File: src/rtl/pic_pkg.sv
// Shared definitions for the interrupt controller slice: service sequence
// states, fixed sizing constants and small level/priority helpers.
package pic_pkg;

  localparam int         NUM_IR        = 8;
  localparam logic [2:0] SPUR_ID       = 3'd7;
  localparam logic [2:0] LAST_SERV_RST = 3'b111;

  typedef enum logic [2:0] {
    ST_IDLE = 3'd0,
    ST_PEND = 3'd1,
    ST_ACK1 = 3'd2,
    ST_GAP  = 3'd3,
    ST_ACK2 = 3'd4
  } isr_state_e;

  // First set bit found scanning upward from start, wrapping modulo 8.
  // Returns start when no bit is set; callers qualify with |bits.
  function automatic logic [2:0] rot_first_set(input logic [7:0] bits,
                                               input logic [2:0] start);
    logic [2:0] result;
    logic [2:0] idx;
    logic       found;
    result = start;
    found  = 1'b0;
    for (int i = 0; i < 8; i++) begin
      idx = start + 3'(i);
      if (!found && bits[idx]) begin
        result = idx;
        found  = 1'b1;
      end else begin
        found  = found;
      end
    end
    return result;
  endfunction

  // One-hot mask for an interrupt level.
  function automatic logic [7:0] level_onehot(input logic [2:0] lvl);
    return 8'd1 << lvl;
  endfunction

endpackage

File: src/rtl/isr_eoi_select.sv
// Decodes an EOI command into the in-service bit it clears. A specific EOI
// names its level; a non-specific EOI picks the highest-priority set bit,
// either lowest index (fully nested) or scanning just past last_serviced.
module isr_eoi_select
  import pic_pkg::*;
(
  input  logic [7:0] is_status,
  input  logic [2:0] last_serviced,
  input  logic       rotating_priority,
  input  logic       nonspec_eoi,
  input  logic       spec_eoi,
  input  logic [2:0] eoi_level_req,
  output logic [7:0] clear_mask,
  output logic [2:0] eoi_level,
  output logic       eoi_hit
);

  logic [2:0] search_start_s;

  // Scan origin: lowest index in nested mode, one past the last serviced level when rotating.
  always_comb begin
    search_start_s = 3'd0;
    if (rotating_priority) begin
      search_start_s = last_serviced + 3'd1;
    end else begin
      search_start_s = 3'd0;
    end
  end

  // Select the level to clear; a specific EOI takes precedence over a non-specific one.
  always_comb begin
    eoi_level  = 3'd0;
    eoi_hit    = 1'b0;
    clear_mask = 8'd0;
    if (spec_eoi) begin
      eoi_level = eoi_level_req;
      eoi_hit   = is_status[eoi_level_req];
    end else if (nonspec_eoi) begin
      eoi_level = rot_first_set(is_status, search_start_s);
      eoi_hit   = |is_status;
    end else begin
      eoi_hit   = 1'b0;
    end
    if (eoi_hit) begin
      clear_mask = level_onehot(eoi_level);
    end else begin
      clear_mask = 8'd0;
    end
  end

endmodule

File: src/rtl/in_service_register.sv
// In-service register: raises INT for a resolved level, runs the two-pulse
// INTA handshake, tracks in-service bits and the rotation reference, and
// executes normal, automatic and rotating end-of-interrupt clears.
module in_service_register
  import pic_pkg::*;
(
  input  logic              clk,
  input  logic              rst_n,
  input  logic [2:0]        PriorityID,
  input  logic              INTFLAG,
  input  logic              INTA_n,
  input  logic              AEOI,
  input  logic              Rotating_priority,
  input  logic              nonspec_EOI,
  input  logic              spec_EOI,
  input  logic [2:0]        EOI_level,
  output logic              INT,
  output logic [NUM_IR-1:0] IS_status,
  output logic [2:0]        last_serviced,
  output logic [NUM_IR-1:0] clr_IRR,
  output logic              vector_en,
  output logic [2:0]        vector_ID,
  output logic              spurious
);

  isr_state_e state_r, state_nxt_s;
  logic       prev_inta_r;
  logic       inta_fall_s, inta_rise_s;
  logic       int_nxt_s, ven_nxt_s, spur_nxt_s;
  logic [2:0] vid_nxt_s, ls_nxt_s;
  logic [7:0] clr_nxt_s, is_nxt_s, set_mask_s, aeoi_mask_s;
  logic       aeoi_hit_s;
  logic [7:0] eoi_mask_s;
  logic [2:0] eoi_level_s;
  logic       eoi_hit_s;

  assign inta_fall_s = prev_inta_r & ~INTA_n;
  assign inta_rise_s = ~prev_inta_r & INTA_n;

  isr_eoi_select u_eoi_select (
    .is_status         (IS_status),
    .last_serviced     (last_serviced),
    .rotating_priority (Rotating_priority),
    .nonspec_eoi       (nonspec_EOI),
    .spec_eoi          (spec_EOI),
    .eoi_level_req     (EOI_level),
    .clear_mask        (eoi_mask_s),
    .eoi_level         (eoi_level_s),
    .eoi_hit           (eoi_hit_s)
  );

  // Handshake state register.
  always_ff @(posedge clk or negedge rst_n) begin
    if (!rst_n) begin
      state_r <= ST_IDLE;
    end else begin
      state_r <= state_nxt_s;
    end
  end

  // Next state plus the per-transition updates of INT, vector and ISR set/clear requests.
  always_comb begin
    state_nxt_s = state_r;
    int_nxt_s   = INT;
    ven_nxt_s   = vector_en;
    vid_nxt_s   = vector_ID;
    spur_nxt_s  = spurious;
    clr_nxt_s   = 8'd0;
    set_mask_s  = 8'd0;
    aeoi_mask_s = 8'd0;
    aeoi_hit_s  = 1'b0;
    case (state_r)
      ST_IDLE: begin
        if (inta_fall_s) begin
          // Acknowledge without a raised request is always spurious.
          state_nxt_s = ST_ACK1;
          vid_nxt_s   = SPUR_ID;
          spur_nxt_s  = 1'b1;
          int_nxt_s   = 1'b0;
        end else if (INTFLAG) begin
          state_nxt_s = ST_PEND;
          int_nxt_s   = 1'b1;
        end else begin
          state_nxt_s = ST_IDLE;
        end
      end
      ST_PEND: begin
        if (inta_fall_s) begin
          state_nxt_s = ST_ACK1;
          int_nxt_s   = 1'b0;
          spur_nxt_s  = ~INTFLAG;
          if (INTFLAG) begin
            vid_nxt_s  = PriorityID;
            set_mask_s = level_onehot(PriorityID);
            clr_nxt_s  = level_onehot(PriorityID);
          end else begin
            vid_nxt_s  = SPUR_ID;
          end
        end else begin
          state_nxt_s = ST_PEND;
        end
      end
      ST_ACK1: begin
        if (inta_rise_s) begin
          state_nxt_s = ST_GAP;
        end else begin
          state_nxt_s = ST_ACK1;
        end
      end
      ST_GAP: begin
        if (inta_fall_s) begin
          state_nxt_s = ST_ACK2;
          ven_nxt_s   = 1'b1;
        end else begin
          state_nxt_s = ST_GAP;
        end
      end
      ST_ACK2: begin
        if (inta_rise_s) begin
          state_nxt_s = ST_IDLE;
          ven_nxt_s   = 1'b0;
          spur_nxt_s  = 1'b0;
          if (AEOI && !spurious) begin
            aeoi_mask_s = level_onehot(vector_ID);
            aeoi_hit_s  = 1'b1;
          end else begin
            aeoi_hit_s  = 1'b0;
          end
        end else begin
          state_nxt_s = ST_ACK2;
        end
      end
      default: begin
        state_nxt_s = ST_IDLE;
        int_nxt_s   = 1'b0;
        ven_nxt_s   = 1'b0;
        spur_nxt_s  = 1'b0;
      end
    endcase
  end

  // ISR update: all clears first, then the acknowledge set; AEOI level owns the rotation reference.
  always_comb begin
    is_nxt_s = (IS_status & ~eoi_mask_s & ~aeoi_mask_s) | set_mask_s;
    ls_nxt_s = last_serviced;
    if (aeoi_hit_s && Rotating_priority) begin
      ls_nxt_s = vector_ID;
    end else if (eoi_hit_s && Rotating_priority) begin
      ls_nxt_s = eoi_level_s;
    end else begin
      ls_nxt_s = last_serviced;
    end
  end

  // Registered outputs and INTA edge history.
  always_ff @(posedge clk or negedge rst_n) begin
    if (!rst_n) begin
      prev_inta_r   <= 1'b1;
      INT           <= 1'b0;
      IS_status     <= 8'd0;
      last_serviced <= LAST_SERV_RST;
      clr_IRR       <= 8'd0;
      vector_en     <= 1'b0;
      vector_ID     <= 3'd0;
      spurious      <= 1'b0;
    end else begin
      prev_inta_r   <= INTA_n;
      INT           <= int_nxt_s;
      IS_status     <= is_nxt_s;
      last_serviced <= ls_nxt_s;
      clr_IRR       <= clr_nxt_s;
      vector_en     <= ven_nxt_s;
      vector_ID     <= vid_nxt_s;
      spurious      <= spur_nxt_s;
    end
  end

endmodule

File: config.mk
export PLATFORM = sky130hd
export DESIGN_NAME = in_service_register
export DESIGN_NICKNAME = d
export VERILOG_FILES = /design/src/rtl/pic_pkg.sv /design/src/rtl/isr_eoi_select.sv /design/src/rtl/in_service_register.sv
export SDC_FILE = /design/constraint.sdc
export NUM_CORES = 1
export LEC_CHECK = 0
export CORE_ASPECT_RATIO = 1.4
export CORE_UTILIZATION = 50
export DETAILED_ROUTE_END_ITERATION = 16
export PLACE_DENSITY = 0.82
export SKIP_LAST_GASP = 1
export SLEW_MARGIN = 10
export SYNTH_ARGS = -nofsm -noshare
export SYNTH_HDL_FRONTEND = slang
export SYNTH_SLANG_ARGS = --single-unit
File: constraint.sdc
create_clock -name clk -period 5.6 [get_ports clk]
set_clock_uncertainty 0.1 [all_clocks]
set_input_delay 0.84 -clock clk [delete_from_list [all_inputs] [get_ports clk]]
set_output_delay 0.84 -clock clk [all_outputs]
set_load 0.005 [all_outputs]
==> flow_metrics.py <==
metrics = {
    "critical_path": {
        "worstPathMaxFanout": 19,
        "worstSetupEndpointType": "flop",
        "critical_path_arrival_ns": 4.67,
        "critPathKind": "primary input to flop",
        "reg2regPathDepth": 12,
        "timing.rr.start": "last_serviced[0]$_DFFE_PN1P_",
        "start_kind": "primary input",
        "r2r_end": "IS_status[3]$_DFF_PN0_",
        "required_ns": 5.66,
        "r2r_slack_ns": 1.30,
    },
    "hold_path": {
        "hold_path_depth": 1,
        "hold_class": "flop to flop",
        "hold_end": "vector_en$_DFFE_PN0P_",
        "min_from": "vector_en$_DFFE_PN0P_",
    },
    "synthesis": {
        "synth-seq-cells": 29,
        "synthAdderAreaFrac_pct": 0.996,
        "yosysMostFrequentCell": "nor2_1",
        "synthCells": 286,
        "synth_compound_area_share_pct": 27.4,
        "synth.area.mux_share_pct": 8.86,
        "yosys.cell_types.count": 66,
        "yosys.area_share.simple_pct": 27.4,
        "synth_area_leaders": "dfrtp_1 25%, mux4_2 7.2%, a21oi_1 4.8%, dfstp_2 4.2%, nor2_1 4.2%",
        "syn_area_per_cell_sq_um": 8.79,
        "synth_top_area_share_pct": 24.9,
        "synth_edf_count": 0,
        "synth-async-reset-ratio_pct": 100,
        "synth_xor_area_share_pct": 2.29,
        "synth_fp_nets": 302,
        "ys_dominant_reg_cell": "dfrtp_1",
        "synth_area_leader_cell": "dfrtp_1",
        "yosys-top-cells-count": "28 x nor2_1, 25 x dfrtp_1, 24 x a21oi_1, 24 x nand2_1, 15 x nor3_1",
        "synthesis.area_sq_mm": 0.00251,
        "synth_top_family_by_area": "simple AND/OR/NAND/NOR gates",
        "synth-seq-area-share_pct": 29.1,
        "synth_warnings": 0,
    },
    "power": {
        "p_sw_w": 0.000982,
        "p_int_w": 0.00107,
        "irDropWorstVdd_mv": 0.347,
        "power_density_mw_per_mm2": 674,
        "p_clk_share_pct": 11.1,
        "switching_share_pct": 47.9,
        "combinationalPowerShare_pct": 67.1,
        "leakage_nw": 1.23,
        "pwr-share-seq_pct": 21.8,
    },
    "place": {
        "pre_cts_slack_ns": 0.693,
        "post-dp-hpwl_um": 5550,
        "port_buffers": 38,
        "routabilityCongestion": 0.970,
        "dp_cells": 378,
    },
    "timing": {
        "timing.fmax_mhz": 217,
        "setup_slack_ns": 0.986,
        "tns_ns": 0,
        "slew_headroom_pct": 45.1,
        "hold_violations": 0,
        "rsz0062_at_grt": "false",
        "worst_pin_slew_ns": 0.817,
        "final_max_slew_viol_count": 0,
        "final.min_clock_period_ns": 4.61,
        "final.period_utilization_pct": 82.4,
        "setup_viol": 0,
    },
    "clock_tree": {
        "clock-sinks": 29,
        "cts-root-buf": "clkbuf_8",
        "clock_path_buffers": 2,
        "cts_htree_levels": 2,
        "hold_buffers": 0,
        "numCtsBuffers": 5,
        "clk_pin_slew_ns": 0.07,
        "clk_latency_ns": 0.29,
        "cts_tree": "done",
        "cts_resized": 0,
        "cts_setup_buffers": 0,
    },
    "floorplanning": {
        "rows": 30,
        "initial_core_util_pct": 51.9,
        "die_h_um": 85.9,
        "dieArea_sq_mm": 0.00532,
        "num_io_pins": 39,
        "core-area_sq_mm": 0.00484,
        "die_x_um": 61.9,
    },
    "route": {
        "drt_iter0_drc": 149,
        "post-route-drc-count": 0,
        "first_pass_iters": 5,
        "vias": 2571,
        "avgRoutedWirePerCell_um": 18.7,
        "ant_nets": 0,
        "totalWireLength_um": 7240,
        "vias_per_cell": 6.66,
    },
    "finish": {
        "drive_gt1_share_pct": 12.7,
        "area.growth.synth_to_final_pct": 21.0,
        "finalNonFillerCells": 386,
        "diodes": 0,
        "finalNetCount": 337,
    },
    "global_routing": {
        "grt_pass1_vias": 2503,
        "antenna_found_initial": 0,
        "grt_usage_pct": 30.3,
        "grt_pass1_wl_um": 11900,
        "grt_max_degree": 30,
        "overflow": 0,
    },
    "job": {
        "drv_cap": 0,
    },
    "run_status": {
        "status": "finished clean",
    },
}
power groups by stage:
stage               registers, W  clock network [W]  logic (W)
CTS                     0.000438           0.000227    0.00137
global route            0.000459           0.000236    0.00150
finish                  0.000447           0.000227    0.00137
global placement        0.000440                  0    0.00134
detailed placement      0.000442                  0    0.00136
floorplan               0.000361                  0    0.00106
critical path, stage by stage:
cell and delay, ns:
clkdlybuf4s50_1 0.75, nand2b_1 0.09, buf_4 0.22, ha_1 0.40, mux4_2 0.53, and3_1 0.28
nor4_4 0.47, nand4_1 0.19, and3_4 0.23, o31ai_4 0.32, nor2b_1 0.22, a31oi_1 0.12
worst max-delay path by stage:
| stage | start | to | slack, ns |
|---|---|---|---|
| 6_report | Rotating_priority | IS_status[3]$_DFF_PN0_ | 0.99 |
| 3_5_place_dp | Rotating_priority | IS_status[3]$_DFF_PN0_ | 0.69 |
| 5_1_grt | Rotating_priority | IS_status[3]$_DFF_PN0_ | 0.69 |
| 2_1_floorplan | Rotating_priority | IS_status[3]$_DFF_PN0_ | 1.58 |
| 4_1_cts | Rotating_priority | IS_status[3]$_DFF_PN0_ | 0.99 |
| 3_3_place_gp | Rotating_priority | IS_status[3]$_DFF_PN0_ | 0.76 |
final cells by class:
class                      count  area [sq um]
sequential                    29           731
clock buffer                   7          86.3
timing repair buffer          42           410
multi-input combinational    238          1680
fill                         402          1800
clock inverter                 1          30.0
tap                           64          80.1
inverter                       5          18.8
per-stage QoR:
step | area, sq um | power, W | utilization [%] | hold slack [ns]
finish | 3040 | 0.00205 | 62.8 | 0.395
detailed placement | 2920 | 0.00180 | 60.4 | 0.382
floorplan | 2510 | 0.00142 | - | 0.374
global route | 3040 | 0.00220 | 62.8 | 0.416
CTS | 3040 | 0.00203 | 62.8 | 0.396
global placement | 2920 | 0.00178 | 60.4 | 0.363
kinds of logic after synthesis:
kind of cell / count (synthesis)
xor+xnor: 5
simple gates: 128
mux: 12
flops: 29
compound gates: 91
buf+inv: 19
fa+ha+maj: 2
state kept, by name, indices dropped and copies added (netlist names):
name,cells
IS_status,8
INT,1
vector_ID,3
last_serviced,3
prev_inta_r,1
spurious,1
clr_IRR,8
vector_en,1
state_r,3
placed cells by master, fill, tap and decap left out, drive strengths merged, types with 3 or more instances in the layout:
master	instances
a21o	6
nor4	5
o31ai	5
nand2	24
and3	7
nand4	7
clkbuf	7
nor3	15
dfstp	4
dfrtp	25
o21ai	11
xnor2	3
nand2b	7
inv	5
nand3b	4
a221o	3
and2	3
o211ai	3
clkdlybuf4s50	38
a2111oi	4
nor2b	6
buf	4
a31oi	5
mux4	8
nand3	9
a211oi	5
a21boi	3
nor2	28
and3b	5
a21oi	25
routing by layer:
| metal | up-vias | part of all wire, % | wire [um] | global-route usage, % |
|---|---|---|---|---|
| li1 | 1176 | - | - | - |
| met1 | 1226 | 35 | 2530 | 34.5 |
| met2 | 133 | 53 | 3840 | 50.5 |
| met3 | 36 | 6.7 | 483 | 4.52 |
| met4 | 0 | 5.4 | 389 | 19.8 |
| met5 | - | 0 | 0 | 0 |
Power figures use the tool's default switching activity.
